[src/rtl/mips_pkg.sv]
// Shared definitions for the MIPS core: forwarding-select encodings,
// the "operand unused" Tuse marker, MDU latency defaults and the
// register-match helper used by the hazard logic.
package mips_pkg;

  // Decode-stage forwarding sources
  localparam logic [1:0] FWD_D_GRF = 2'd0;
  localparam logic [1:0] FWD_D_E   = 2'd1;
  localparam logic [1:0] FWD_D_M   = 2'd2;

  // Execute-stage forwarding sources
  localparam logic [1:0] FWD_E_PIPE = 2'd0;
  localparam logic [1:0] FWD_E_M    = 2'd1;
  localparam logic [1:0] FWD_E_W    = 2'd2;

  // Memory-stage store-data forwarding sources
  localparam logic FWD_M_PIPE = 1'b0;
  localparam logic FWD_M_W    = 1'b1;

  // Tuse value meaning the instruction never reads this operand
  localparam logic [1:0] TUSE_NONE = 2'd3;

  // Default MDU busy lengths
  localparam int MULT_CYCLES_DEF = 5;
  localparam int DIV_CYCLES_DEF  = 10;

  // A stage produces register r when it writes r and r is not $0
  function automatic logic regMatch(input logic [4:0] r,
                                    input logic       regWrite,
                                    input logic [4:0] a3);
    return (r != 5'd0) && regWrite && (a3 == r);
  endfunction

endpackage

[src/rtl/md_busy_ctr.sv]
// Multiply/divide busy counter. A start in E loads the operation length;
// the count then runs down to zero. An interrupt in the same cycle
// cancels the start, but a count already running is left alone.
module md_busy_ctr
  import mips_pkg::*;
#(
  parameter int MULT_CYCLES = MULT_CYCLES_DEF,
  parameter int DIV_CYCLES  = DIV_CYCLES_DEF
) (
  input  logic clk,
  input  logic reset,
  input  logic IntReq,
  input  logic E_md_start,
  input  logic E_md_div,
  output logic md_busy
);

  localparam int MaxCycles = (MULT_CYCLES > DIV_CYCLES) ? MULT_CYCLES : DIV_CYCLES;
  localparam int CntW      = $clog2(MaxCycles + 1);

  logic            startOk;
  logic [CntW-1:0] busyCnt_q;
  logic [CntW-1:0] busyCnt_d;

  assign startOk = E_md_start & ~IntReq;

  // A new start reloads the counter ahead of the decrement, so back-to-back issues chain
  always_comb begin
    busyCnt_d = busyCnt_q;
    if (startOk) begin
      busyCnt_d = E_md_div ? CntW'(DIV_CYCLES) : CntW'(MULT_CYCLES);
    end else if (busyCnt_q != '0) begin
      busyCnt_d = busyCnt_q - 1'b1;
    end
  end

  // Count register, cleared at once by reset
  always_ff @(posedge clk or posedge reset) begin
    if (reset) begin
      busyCnt_q <= '0;
    end else begin
      busyCnt_q <= busyCnt_d;
    end
  end

  // Busy already in the issue cycle so a dependent mfhi/mflo in D stalls immediately
  assign md_busy = (busyCnt_q != '0) | startOk;

endmodule

[src/rtl/hazard_ctrl.sv]
// Pipeline hazard controller: decode-stage stall/bubble decision,
// forwarding selects for D, E and M, MDU busy tracking and a
// saturating count of stall cycles.
module hazard_ctrl
  import mips_pkg::*;
#(
  parameter int MULT_CYCLES = MULT_CYCLES_DEF,
  parameter int DIV_CYCLES  = DIV_CYCLES_DEF
) (
  input  logic        clk,
  input  logic        reset,
  input  logic        IntReq,
  input  logic [4:0]  D_rs,
  input  logic [4:0]  D_rt,
  input  logic [1:0]  D_Tuse_rs,
  input  logic [1:0]  D_Tuse_rt,
  input  logic        D_md,
  input  logic [4:0]  E_rs,
  input  logic [4:0]  E_rt,
  input  logic [4:0]  M_rt,
  input  logic [4:0]  E_A3,
  input  logic [4:0]  M_A3,
  input  logic [4:0]  W_A3,
  input  logic        E_RegWrite,
  input  logic        M_RegWrite,
  input  logic        W_RegWrite,
  input  logic [1:0]  E_T_new,
  input  logic [1:0]  M_T_new,
  input  logic        E_md_start,
  input  logic        E_md_div,
  output logic        stall,
  output logic        flush_E,
  output logic [1:0]  fwd_D_rs,
  output logic [1:0]  fwd_D_rt,
  output logic [1:0]  fwd_E_rs,
  output logic [1:0]  fwd_E_rt,
  output logic        fwd_M_rt,
  output logic        md_busy,
  output logic [31:0] stall_count
);

  logic        eMatchDrs, mMatchDrs, eMatchDrt, mMatchDrt;
  logic        dataStall, mdStall;
  logic [31:0] stallCount_q;
  logic [31:0] stallCount_d;

  md_busy_ctr #(
    .MULT_CYCLES (MULT_CYCLES),
    .DIV_CYCLES  (DIV_CYCLES)
  ) u_md_busy_ctr (
    .clk        (clk),
    .reset      (reset),
    .IntReq     (IntReq),
    .E_md_start (E_md_start),
    .E_md_div   (E_md_div),
    .md_busy    (md_busy)
  );

  assign eMatchDrs = regMatch(D_rs, E_RegWrite, E_A3);
  assign mMatchDrs = regMatch(D_rs, M_RegWrite, M_A3);
  assign eMatchDrt = regMatch(D_rt, E_RegWrite, E_A3);
  assign mMatchDrt = regMatch(D_rt, M_RegWrite, M_A3);

  // An unused operand carries Tuse 3, which no T_new can exceed
  assign dataStall = (eMatchDrs && (E_T_new > D_Tuse_rs)) ||
                     (mMatchDrs && (M_T_new > D_Tuse_rs)) ||
                     (eMatchDrt && (E_T_new > D_Tuse_rt)) ||
                     (mMatchDrt && (M_T_new > D_Tuse_rt));
  assign mdStall   = D_md & md_busy;

  // The exception flush owns the pipeline while IntReq is up
  assign stall   = (dataStall | mdStall) & ~IntReq;
  assign flush_E = stall;

  // Nearest ready producer wins; W into D is handled by GRF write-before-read
  always_comb begin
    fwd_D_rs = FWD_D_GRF;
    fwd_D_rt = FWD_D_GRF;
    fwd_E_rs = FWD_E_PIPE;
    fwd_E_rt = FWD_E_PIPE;
    fwd_M_rt = FWD_M_PIPE;

    if (eMatchDrs && (E_T_new == 2'd0)) fwd_D_rs = FWD_D_E;
    else if (mMatchDrs && (M_T_new == 2'd0)) fwd_D_rs = FWD_D_M;

    if (eMatchDrt && (E_T_new == 2'd0)) fwd_D_rt = FWD_D_E;
    else if (mMatchDrt && (M_T_new == 2'd0)) fwd_D_rt = FWD_D_M;

    if (regMatch(E_rs, M_RegWrite, M_A3) && (M_T_new == 2'd0)) fwd_E_rs = FWD_E_M;
    else if (regMatch(E_rs, W_RegWrite, W_A3)) fwd_E_rs = FWD_E_W;

    if (regMatch(E_rt, M_RegWrite, M_A3) && (M_T_new == 2'd0)) fwd_E_rt = FWD_E_M;
    else if (regMatch(E_rt, W_RegWrite, W_A3)) fwd_E_rt = FWD_E_W;

    if (regMatch(M_rt, W_RegWrite, W_A3)) fwd_M_rt = FWD_M_W;
  end

  // Stall counter saturates instead of wrapping
  always_comb begin
    stallCount_d = stallCount_q;
    if (stall && (stallCount_q != 32'hFFFF_FFFF)) begin
      stallCount_d = stallCount_q + 32'd1;
    end
  end

  // Stall counter register
  always_ff @(posedge clk or posedge reset) begin
    if (reset) begin
      stallCount_q <= 32'd0;
    end else begin
      stallCount_q <= stallCount_d;
    end
  end

  assign stall_count = stallCount_q;

endmodule

[config.mk]
export PLATFORM = sky130hd
export DESIGN_NAME = hazard_ctrl
export DESIGN_NICKNAME = d
export VERILOG_FILES = /design/src/rtl/mips_pkg.sv /design/src/rtl/md_busy_ctr.sv /design/src/rtl/hazard_ctrl.sv
export SDC_FILE = /design/constraint.sdc
export NUM_CORES = 1
export LEC_CHECK = 0
export ABC_CLOCK_PERIOD_IN_PS = 2950
export CORE_UTILIZATION = 42
export CTS_BUF_LIST = sky130_fd_sc_hd__clkbuf_4
export CTS_CLUSTER_DIAMETER = 200
export DETAILED_ROUTE_END_ITERATION = 7
export HOLD_SLACK_MARGIN = 0.02
export PLACE_DENSITY = 0.8
export SLEW_MARGIN = 20
export SYNTH_ARGS = -nofsm -noshare
export SYNTH_HDL_FRONTEND = slang
export SYNTH_HIERARCHICAL = 1
export SYNTH_SLANG_ARGS = --single-unit
[constraint.sdc]
create_clock -name clk -period 2.95 [get_ports clk]
set_input_delay 0.59 -clock clk [delete_from_list [all_inputs] [get_ports clk]]
set_output_delay 0.59 -clock clk [all_outputs]
set_load 0.01 [all_outputs]
==> results_dict.tcl, run 1 <==
set metrics [dict create \
    grt_pass1_vias 2842 \
    hp-class "input pin to asynchronous set/reset pin" \
    dominantRegCellSynth "dfrtp_1" \
    rsz0062_at_grt "yes" \
    synth_seq_area_share_pct 32.4 \
    core_um2 6390 \
    worst_pin_slew_ns 0.633 \
    row_count 29 \
    clock_latency_ns 0.32 \
    reg2reg_from "u_md_busy_ctr/busyCnt_q[0]" \
    synth_async_sr_flop_share_pct 100 \
    grt_max_degree 34 \
    maxSlewHeadroom_pct 57.4 \
    die_h_um 83.3 \
    syn2layout_area_growth_pct 53.2 \
    finalHoldViolations 0 \
    worst-path-buf-inv 2 \
    cap_violations 0 \
    grt_first_pass_wirelength_um 13900 \
    syn_area_um2 2780 \
    worst_ep_required_time_ns 2.36 \
    drt-vias-per-instance 5.30 \
    overflow 0 \
    routedWlPerCell_um 15.8 \
    crit_family "simple AND/OR/NAND/NOR gates" \
    synth_top_area_share_pct 32.4 \
    period_needed_ns 2.90 \
    dpl.hpwl_um 6400 \
    clockBufferDepth 2 \
    port_buffers 100 \
    r2r_end "stall_count[10]" \
    final.fill_count 537 \
    setup.worst_path.class "input pin to output pin" \
    synthTopCellsByCount "40 x xnor2_1, 36 x dfrtp_1, 34 x xor2_1, 25 x nor3_1, 23 x nand2_1" \
    synth_cell_types 46 \
    drt_pass1_iterations 4 \
    cp_slowest_cell "or4_4" \
    crit_path_end_kind "output pin" \
    vias 2797 \
    power_density_nw_per_um2 405 \
    reg2reg_slack_ns 0.44 \
    drive_gt1_share_pct 19.7 \
    cts.sinks 36 \
    drc 0 \
    die-area_um2 6950 \
    cts_buffers 5 \
    critPathMaxFanout 2 \
    cpPeakStageDelay_ns 0.58 \
    setup_viol 0 \
    fp.dieW_um 83.3 \
    cts_hold_buf 0 \
    synth_nets 372 \
    gp_congestion 0.833 \
    diodes 0 \
    antenna_found_initial 0 \
    cts_tree "yes" \
    clk_pin_slew_worst_paths_ns 0.10 \
    wl_um 8340 \
    skew_ns 0.00307 \
    hold_ws_ns 0.456 \
    ios 101 \
    slew_viol_final 0 \
    ir_drop_mv 0.536 \
    root_buffer "clkbuf_4" \
    ant_nets 0 \
    synth_top_cell_by_area "dfrtp_1" \
    ys_warn_count 6 \
    synth_seq_cells 36 \
    synth_edf_count 0 \
    fin_crit_sh_pct 98.1 \
    yosysMostFrequentCell "xnor2_1" \
    initial_utilization_pct 43.5 \
    p_total_uw 1730 \
    nets 518 \
    cts_max_level 2 \
    dr.first_iter.drc_count 139 \
    synth.avg_cell_area_um2 9.14 \
    leakage_uw 0.00190 \
    grt_usage_pct 24.6 \
    cp_cell_sequence "dlygate4sd2_1, or4_4, nor2_4, or3_1, nor3_2, nor4b_1, dlygate4sd2_1" \
    crit_arrival_ns 2.31 \
    reg2regPathDepth 11 \
    synthTopCellsByArea "dfrtp_1 32%, xnor2_1 13%, xor2_1 11%, ha_1 5.0%, nor3_1 4.5%" \
    fmax_ghz 0.345 \
    outcome "finished, final reports clean" \
    synth_cells 304 \
    cp-start-kind "input pin" \
    crit_top_cell "dlygate4sd2_1" \
]
what timing repair did:
action | in CTS | in global routing
setup endpoints to repair | 10 | 7
buffers inserted | 4 | 3
pin swaps | 13 | 7
resized for setup | 59 | 21
layer usage:
layer | part of all wire, % | global-route usage, % | routed length (um) | up-vias
li1 | - | - | - | 1356
met1 | 46 | 32.9 | 3850 | 1330
met2 | 47 | 40.8 | 3910 | 99
met3 | 5.6 | 4.27 | 467 | 12
met4 | 1.4 | 7.21 | 119 | 0
met5 | 0 | 0 | 0 | -
through the flow:
| step | instance area [um^2] | cells | util, % | setup slack, ns | TNS [ns] |
|---|---|---|---|---|---|
| after global routing | 4260 | 528 | 66.7 | -0.0153 | -0.0301 |
| final | 4260 | 528 | 66.7 | 0.0546 | 0 |
| after detailed placement | 4110 | 513 | 64.4 | -0.543 | -8.30 |
| after global placement | 4110 | 513 | 64.4 | -0.497 | -5.90 |
| after floorplan | 2780 | 304 | - | -0.00172 | -0.00172 |
| after CTS | 4220 | 525 | 66.1 | -0.0138 | -0.0208 |
state kept, by name, indices dropped and copies added, names as in the netlist:
name,count
stall_count,32
u_md_busy_ctr/busyCnt_q,4
cell usage in the layout (no fill, tap or decap), types with 5 or more instances in the layout:
master / count
inv_1: 15
clkdlybuf4s50_1: 64
dlygate4sd2_1: 22
nand2_1: 23
dfrtp_1: 36
nand4_1: 17
xnor2_1: 40
or3_1: 5
clkbuf_4: 7
nand3_1: 12
nor4_1: 11
nor3_1: 23
dlymetal6s2s_1: 6
ha_1: 11
xor2_1: 34
nor2_1: 13
buf_4: 46
cell families (layout without fill, tap and decap cells):
kind of cell / after synthesis / in the layout / synth area share [%]
adder cells (fa/ha/maj): 11 / 11 / 4.95
multiplexers: 4 / 4 / 1.71
AND/OR/NAND/NOR: 135 / 135 / 26.9
XOR/XNOR: 74 / 74 / 23.3
flip-flops: 36 / 36 / 32.4
buffers and inverters: 26 / 173 / 4.55
AO/OA/AOI/OAI: 18 / 18 / 6.12
worst max path at each step:
stage	from	to	slack [ns]	cells after the start
floorplan	D_rs[1]	stall	-0.002	7
global placement	D_rs[1]	flush_E	-0.50	7
detailed placement	D_rs[1]	flush_E	-0.54	7
CTS	M_T_new[1]	flush_E	-0.01	7
global route	D_rt[4]	fwd_D_rt[1]	-0.02	7
finish	D_rt[4]	fwd_D_rt[1]	0.05	7
power breakdown:
group	leakage, uW	switching [uW]	internal [uW]
clock	0.0000338	151	110
sequential	0.000441	128	591
combinational	0.00143	332	413
total	0.00190	611	1110
area by class of cell:
cell class,instances,area [um^2],area share (%)
multi-input combinational,242,1820,42.8
timing repair buffer,146,1310,30.8
sequential,36,901,21.2
tap,77,96.3,2.26
inverter,19,71.3,1.67
clock buffer,7,52.6,1.23
clock inverter,1,3.75,0.0882
worst reg2reg max path, delay by kind of cell (launching register included):
kind,cells,cell delay [ns]
adders and majority gates,1,0.17
DFF,1,0.42
muxes,1,0.31
buffers and inverters,3,0.63
AOI/OAI and AO/OA,2,0.40
and+or+nand+nor,4,0.48
(Power assumes the default switching activity.)
==> run 2: changes to the inputs <==
--- a/config.mk
+++ b/config.mk
@@ -6,8 +6,9 @@
 export NUM_CORES = 1
 export LEC_CHECK = 0
 export ABC_CLOCK_PERIOD_IN_PS = 2950
+export CORE_ASPECT_RATIO = 0.9
 export CORE_UTILIZATION = 42
-export CTS_BUF_LIST = sky130_fd_sc_hd__clkbuf_4
+export CTS_BUF_LIST = sky130_fd_sc_hd__clkbuf_2 sky130_fd_sc_hd__clkbuf_4 sky130_fd_sc_hd__clkbuf_8
 export CTS_CLUSTER_DIAMETER = 200
 export DETAILED_ROUTE_END_ITERATION = 7
 export HOLD_SLACK_MARGIN = 0.02
==> results_dict.tcl, run 2 (synthesis results as in run 1) <==
set metrics [dict create \
    drc 0 \
    antenna_found_initial 0 \
    cts_max_level 2 \
    power_density_nw_per_um2 435 \
    layout_common_cells "66 x clkdlybuf4s50_1, 43 x buf_4, 39 x xnor2_1" \
    dpl.hpwl_um 6230 \
    grt_usage_pct 24.3 \
    row_count 27 \
    outcome "finished, final reports clean" \
    diodes 0 \
    initial_utilization_pct 44.5 \
    fmax_ghz 0.347 \
    die_h_um 79.2 \
    p_sw_uw 643 \
    period_needed_ns 2.89 \
    min_delay_path_depth 1 \
    fin_crit_sh_pct 97.8 \
    port_buffers 100 \
    grt_max_degree 34 \
    core_um2 6250 \
    cp_cell_sequence "clkdlybuf4s15_1, or4_4, o211a_1, o2111a_2, o41ai_4, inv_1, buf_2" \
    skew_ns 0.00518 \
    grt_pass1_vias 2817 \
    syn2layout_area_growth_pct 56.8 \
    ios 101 \
    setup.worst_path.class "input pin to output pin" \
    fp.dieW_um 87.7 \
    gp_congestion 0.874 \
    clockBufferDepth 2 \
    worst_ep_required_time_ns 2.36 \
    cp_slowest_cell "or4_4" \
    p_int_uw 1250 \
    cap_violations 0 \
    ir_drop_mv 0.488 \
    maxSlewHeadroom_pct 61.0 \
    tns_ns 0 \
    cts_tree "yes" \
    slew_viol_final 0 \
    routedWlPerCell_um 16.0 \
    nets 515 \
    final.fill_count 459 \
    dr.first_iter.drc_count 85 \
    wl_um 8540 \
    root_buffer "clkbuf_8" \
    crit_arrival_ns 2.30 \
    hp-class "flop to flop" \
    hold_ws_ns 0.489 \
    grt_first_pass_wirelength_um 13200 \
    drt_pass1_iterations 4 \
    p_comb_share_pct 39.3 \
    finalHoldViolations 0 \
    overflow 0 \
    cts_buffers 5 \
    crit_path_end_kind "output pin" \
    reg2reg_slack_ns 0.46 \
    cp-start-kind "input pin" \
    drt-vias-per-instance 5.33 \
    drive_gt1_share_pct 19.2 \
    critPathMaxFanout 2 \
    final_common_cell "clkdlybuf4s50_1" \
    worst_pin_slew_ns 0.580 \
    largest_reg_flops 32 \
    cts_hold_buf 0 \
    cp_num_cells 7 \
    clk_pin_slew_worst_paths_ns 0.07 \
    leakage_uw 0.00191 \
    crit_family "compound AO/OA/AOI/OAI gates" \
    clock_latency_ns 0.29 \
    vias 2852 \
    worst-path-buf-inv 3 \
    rsz0062_at_grt "no" \
    setup_viol 0 \
    ant_nets 0 \
    cts.sinks 36 \
    power_frac_seq_pct 37.6 \
    clock_power_share_pct 23.1 \
    die-area_um2 6950 \
    cpPeakStageDelay_ns 0.51 \
    sw_frac_of_total_pct 33.9 \
    reg2regPathDepth 10 \
]
## run 2: final timing paths
kind / end / startpoint
max: stall / D_rs[3]
min: stall_count[15] / stall_count[15]
max reg2reg: stall_count[10] / u_md_busy_ctr/busyCnt_q[0]
min reg2reg: stall_count[15] / stall_count[15]
max in group asynchronous: stall_count[30] / reset
min in group asynchronous: u_md_busy_ctr/busyCnt_q[2] / reset
## run 2: metrics by stage
stage / power [uW] / instance area (um^2) / std cells / util (%) / setup slack (ns)
after global routing: 2000 / 4360 / 535 / 69.7 / 0.00992
after CTS: 1890 / 4320 / 535 / 69.2 / 0.0121
after global placement: 1420 / 4130 / 524 / 66.1 / -0.488
final: 1900 / 4360 / 535 / 69.7 / 0.0644
after floorplan: 1070 / 2780 / 304 / - / -0.00172
after detailed placement: 1440 / 4130 / 524 / 66.1 / -0.500
## run 2: layout make-up
cell class / count / area, um^2 / share of cell area (%)
Clock inverter: 3 / 42.5 / 0.976
Sequential cell: 36 / 901 / 20.7
Inverter: 19 / 71.3 / 1.64
Timing Repair Buffer: 143 / 1300 / 29.9
Clock buffer: 5 / 68.8 / 1.58
Multi-Input combinational cell: 242 / 1860 / 42.7
Tap cell: 87 / 109 / 2.50
## run 2: power by group through the flow
stage | Combinational, uW | Sequential, uW | Clock [uW]
6_report | 745 | 713 | 438
4_1_cts | 739 | 710 | 446
3_5_place_dp | 728 | 716 | 0
2_1_floorplan | 341 | 732 | 0
5_1_grt | 807 | 729 | 467
3_3_place_gp | 704 | 717 | 0
## run 2: per-layer routing
layer  global-route usage, %  share of wire, %  vias up
met2                    42.2                46      128
li1                        -                 -     1359
met5                       0                 0        -
met3                    3.95               8.3       14
met4                    5.90               1.5        0
met1                    31.1                44     1351
## run 2: what timing repair did
| item | in CTS | in global routing |
|---|---|---|
| setup endpoints to repair | 10 | 7 |
| pin swaps | 16 | 9 |
| gates resized for setup | 61 | 21 |
| setup buffers | 4 | 1 |
==> run 3: changes to the inputs <==
--- a/config.mk
+++ b/config.mk
@@ -16,5 +16,4 @@
 export SLEW_MARGIN = 20
 export SYNTH_ARGS = -nofsm -noshare
 export SYNTH_HDL_FRONTEND = slang
-export SYNTH_HIERARCHICAL = 1
 export SYNTH_SLANG_ARGS = --single-unit
==> results_dict.tcl, run 3 <==
set metrics [dict create \
    ir_drop_mv 0.519 \
    outcome "complete, but fails checks" \
    grt_usage_pct 26.8 \
    cpPeakStageDelay_ns 0.41 \
    p_sw_uw 593 \
    fin_crit_sh_pct 100 \
    cap_violations 0 \
    antenna_found_initial 0 \
    grt_max_degree 37 \
    gp_congestion 0.935 \
    synthTopCellsByArea "dfrtp_1 33%, xor2_1 14%, xnor2_1 11%, ha_1 5.0%, nand2_1 3.9%" \
    cts_hold_buf 0 \
    final_common_cell "buf_4" \
    hold_ws_ns 0.494 \
    port_buffers 100 \
    ant_nets 0 \
    largest_reg_flops 32 \
    worst_pin_slew_ns 0.440 \
    clock_power_share_pct 23.9 \
    syn2layout_area_growth_pct 65.3 \
    nets 521 \
    die-area_um2 6820 \
    crit_top_cell "dlygate4sd2_1" \
    cts_tree "yes" \
    dominantRegCellSynth "dfrtp_1" \
    clock_latency_ns 0.29 \
    dpl.hpwl_um 6390 \
    layout_common_cells "60 x buf_4, 58 x clkdlybuf4s50_1, 43 x xor2_1" \
    crit_arrival_ns 2.36 \
    synth_async_sr_flop_share_pct 100 \
    hp-class "flop to flop" \
    cts_max_level 2 \
    cts.sinks 36 \
    dr.first_iter.drc_count 111 \
    core_um2 6180 \
    violations "negative setup slack" \
    synth_seq_cells 36 \
    synth_top_area_share_pct 33.0 \
    pre_cts_ws_ns -0.617 \
    synth_edf_count 0 \
    routedWlPerCell_um 17.1 \
    wl_um 9280 \
    clockBufferDepth 2 \
    synth_cells 292 \
    setup_ws_ns -0.00418 \
    crit_path_end_kind "output pin" \
    drive_gt1_share_pct 26.9 \
    p_comb_share_pct 38.1 \
    drt-vias-per-instance 5.35 \
    slew_viol_final 0 \
    drc 0 \
    power_density_nw_per_um2 399 \
    clk_pin_slew_worst_paths_ns 0.07 \
    finalHoldViolations 0 \
    synthTopCellsByCount "43 x xor2_1, 36 x dfrtp_1, 34 x xnor2_1, 28 x nand2_1, 17 x nor3_1" \
    synth_cell_types 42 \
    synth_nets 360 \
    cp_slowest_cell "or3_4" \
    initial_utilization_pct 44.1 \
    ys_warn_count 0 \
    worst_ep_required_time_ns 2.36 \
    synth_top_cell_by_area "dfrtp_1" \
    cts_buffers 5 \
    synth_seq_area_share_pct 33.0 \
    drt_pass1_iterations 4 \
    p_int_uw 1210 \
    setup_viol 1 \
    sw_frac_of_total_pct 33.0 \
    syn_area_um2 2730 \
    synth.avg_cell_area_um2 9.34 \
    dpl.cell_count 516 \
    final_cells 544 \
    vias 2913 \
    ios 101 \
    maxSlewHeadroom_pct 70.4 \
    die_h_um 78.4 \
    power_frac_seq_pct 37.9 \
    yosysMostFrequentCell "xor2_1" \
    skew_ns 0.00665 \
    setup.worst_path.class "input pin to output pin" \
    cp-start-kind "input pin" \
    period_needed_ns 2.95 \
    row_count 27 \
    fp.dieW_um 86.9 \
    leakage_uw 0.00213 \
    grt_pass1_vias 3015 \
    cp_cell_sequence "dlygate4sd2_1, xnor2_1, nand4_1, or3_4, nor3_2, nor2_1, dlygate4sd2_1" \
    grt_first_pass_wirelength_um 14100 \
    root_buffer "clkbuf_8" \
    overflow 0 \
    fmax_ghz 0.339 \
    critPathMaxFanout 4 \
]
[run 3: final cells by class]
cell class	count	area (um^2)
antenna	3	7.51
tap	87	109
timing repair buffer	160	1410
clock inverter	3	42.5
clock buffer	5	68.8
inverter	12	45.0
fill	476	1680
sequential	36	901
multi-input combinational	238	1920
[run 3: stage by stage]
step                      total power [uW]  TNS (ns)  area, um^2  utilization, %
after global routing                  1910    -0.234        4500            72.8
final                                 1800  -0.00418        4510            72.9
after CTS                             1780    -0.170        4390            70.9
after detailed placement              1320     -9.00        4120            66.7
after global placement                1300     -7.55        4120            66.7
after floorplan                        977         0        2730               -
[run 3: path summary, 6_finish.rpt]
path                            startpoint         endpoint  slack [ns]  cells past startpoint
max                                D_rt[0]      fwd_D_rt[1]      -0.004                      7
min                        stall_count[12]  stall_count[12]        0.49                      1
max reg2reg                 stall_count[0]  stall_count[30]        0.51                      7
min reg2reg                stall_count[12]  stall_count[12]        0.49                      1
max in group asynchronous            reset   stall_count[0]        1.93                      3
min in group asynchronous            reset  stall_count[10]        0.70                      3
[run 3: logic make-up after synthesis]
logic type | count (synthesis) | share of synthesized area [%]
AO/OA/AOI/OAI | 19 | 6.29
multiplexers | 1 | 0.413
XOR/XNOR | 77 | 24.7
flip-flops | 36 | 33.0
AND/OR/NAND/NOR | 130 | 27.2
adder cells (fa/ha/maj) | 11 | 5.05
buffers and inverters | 18 | 3.26
[run 3: critical path, delay by kind of cell]
kind | cells | cell delay, ns
AND/OR/NAND/NOR | 4 | 0.88
XOR/XNOR | 1 | 0.28
buffers and inverters | 2 | 0.61
[run 3: power by group through the flow]
stage	Combinational, uW	Clock [uW]	Sequential [uW]
2_1_floorplan	286	0	691
3_3_place_gp	616	0	681
3_5_place_dp	637	0	687
4_1_cts	660	443	681
5_1_grt	745	467	697
6_report	686	431	683
[run 3: timing repair]
| item | in CTS | in global routing |
|---|---|---|
| pin swaps | 13 | 18 |
| cloned | 0 | 0 |
| setup endpoints to repair | 11 | 9 |
| setup buffers | 12 | 6 |
| gates resized for setup | 71 | 37 |
[run 3: metal layers]
layer	vias up	wire, um	track usage (%)	part of all wire, %
met4	0	322	12.7	3.5
met3	30	789	5.68	8.5
met5	-	0	0	0
li1	1367	-	-	-
met2	138	4390	45.1	47
met1	1378	3780	32.5	41
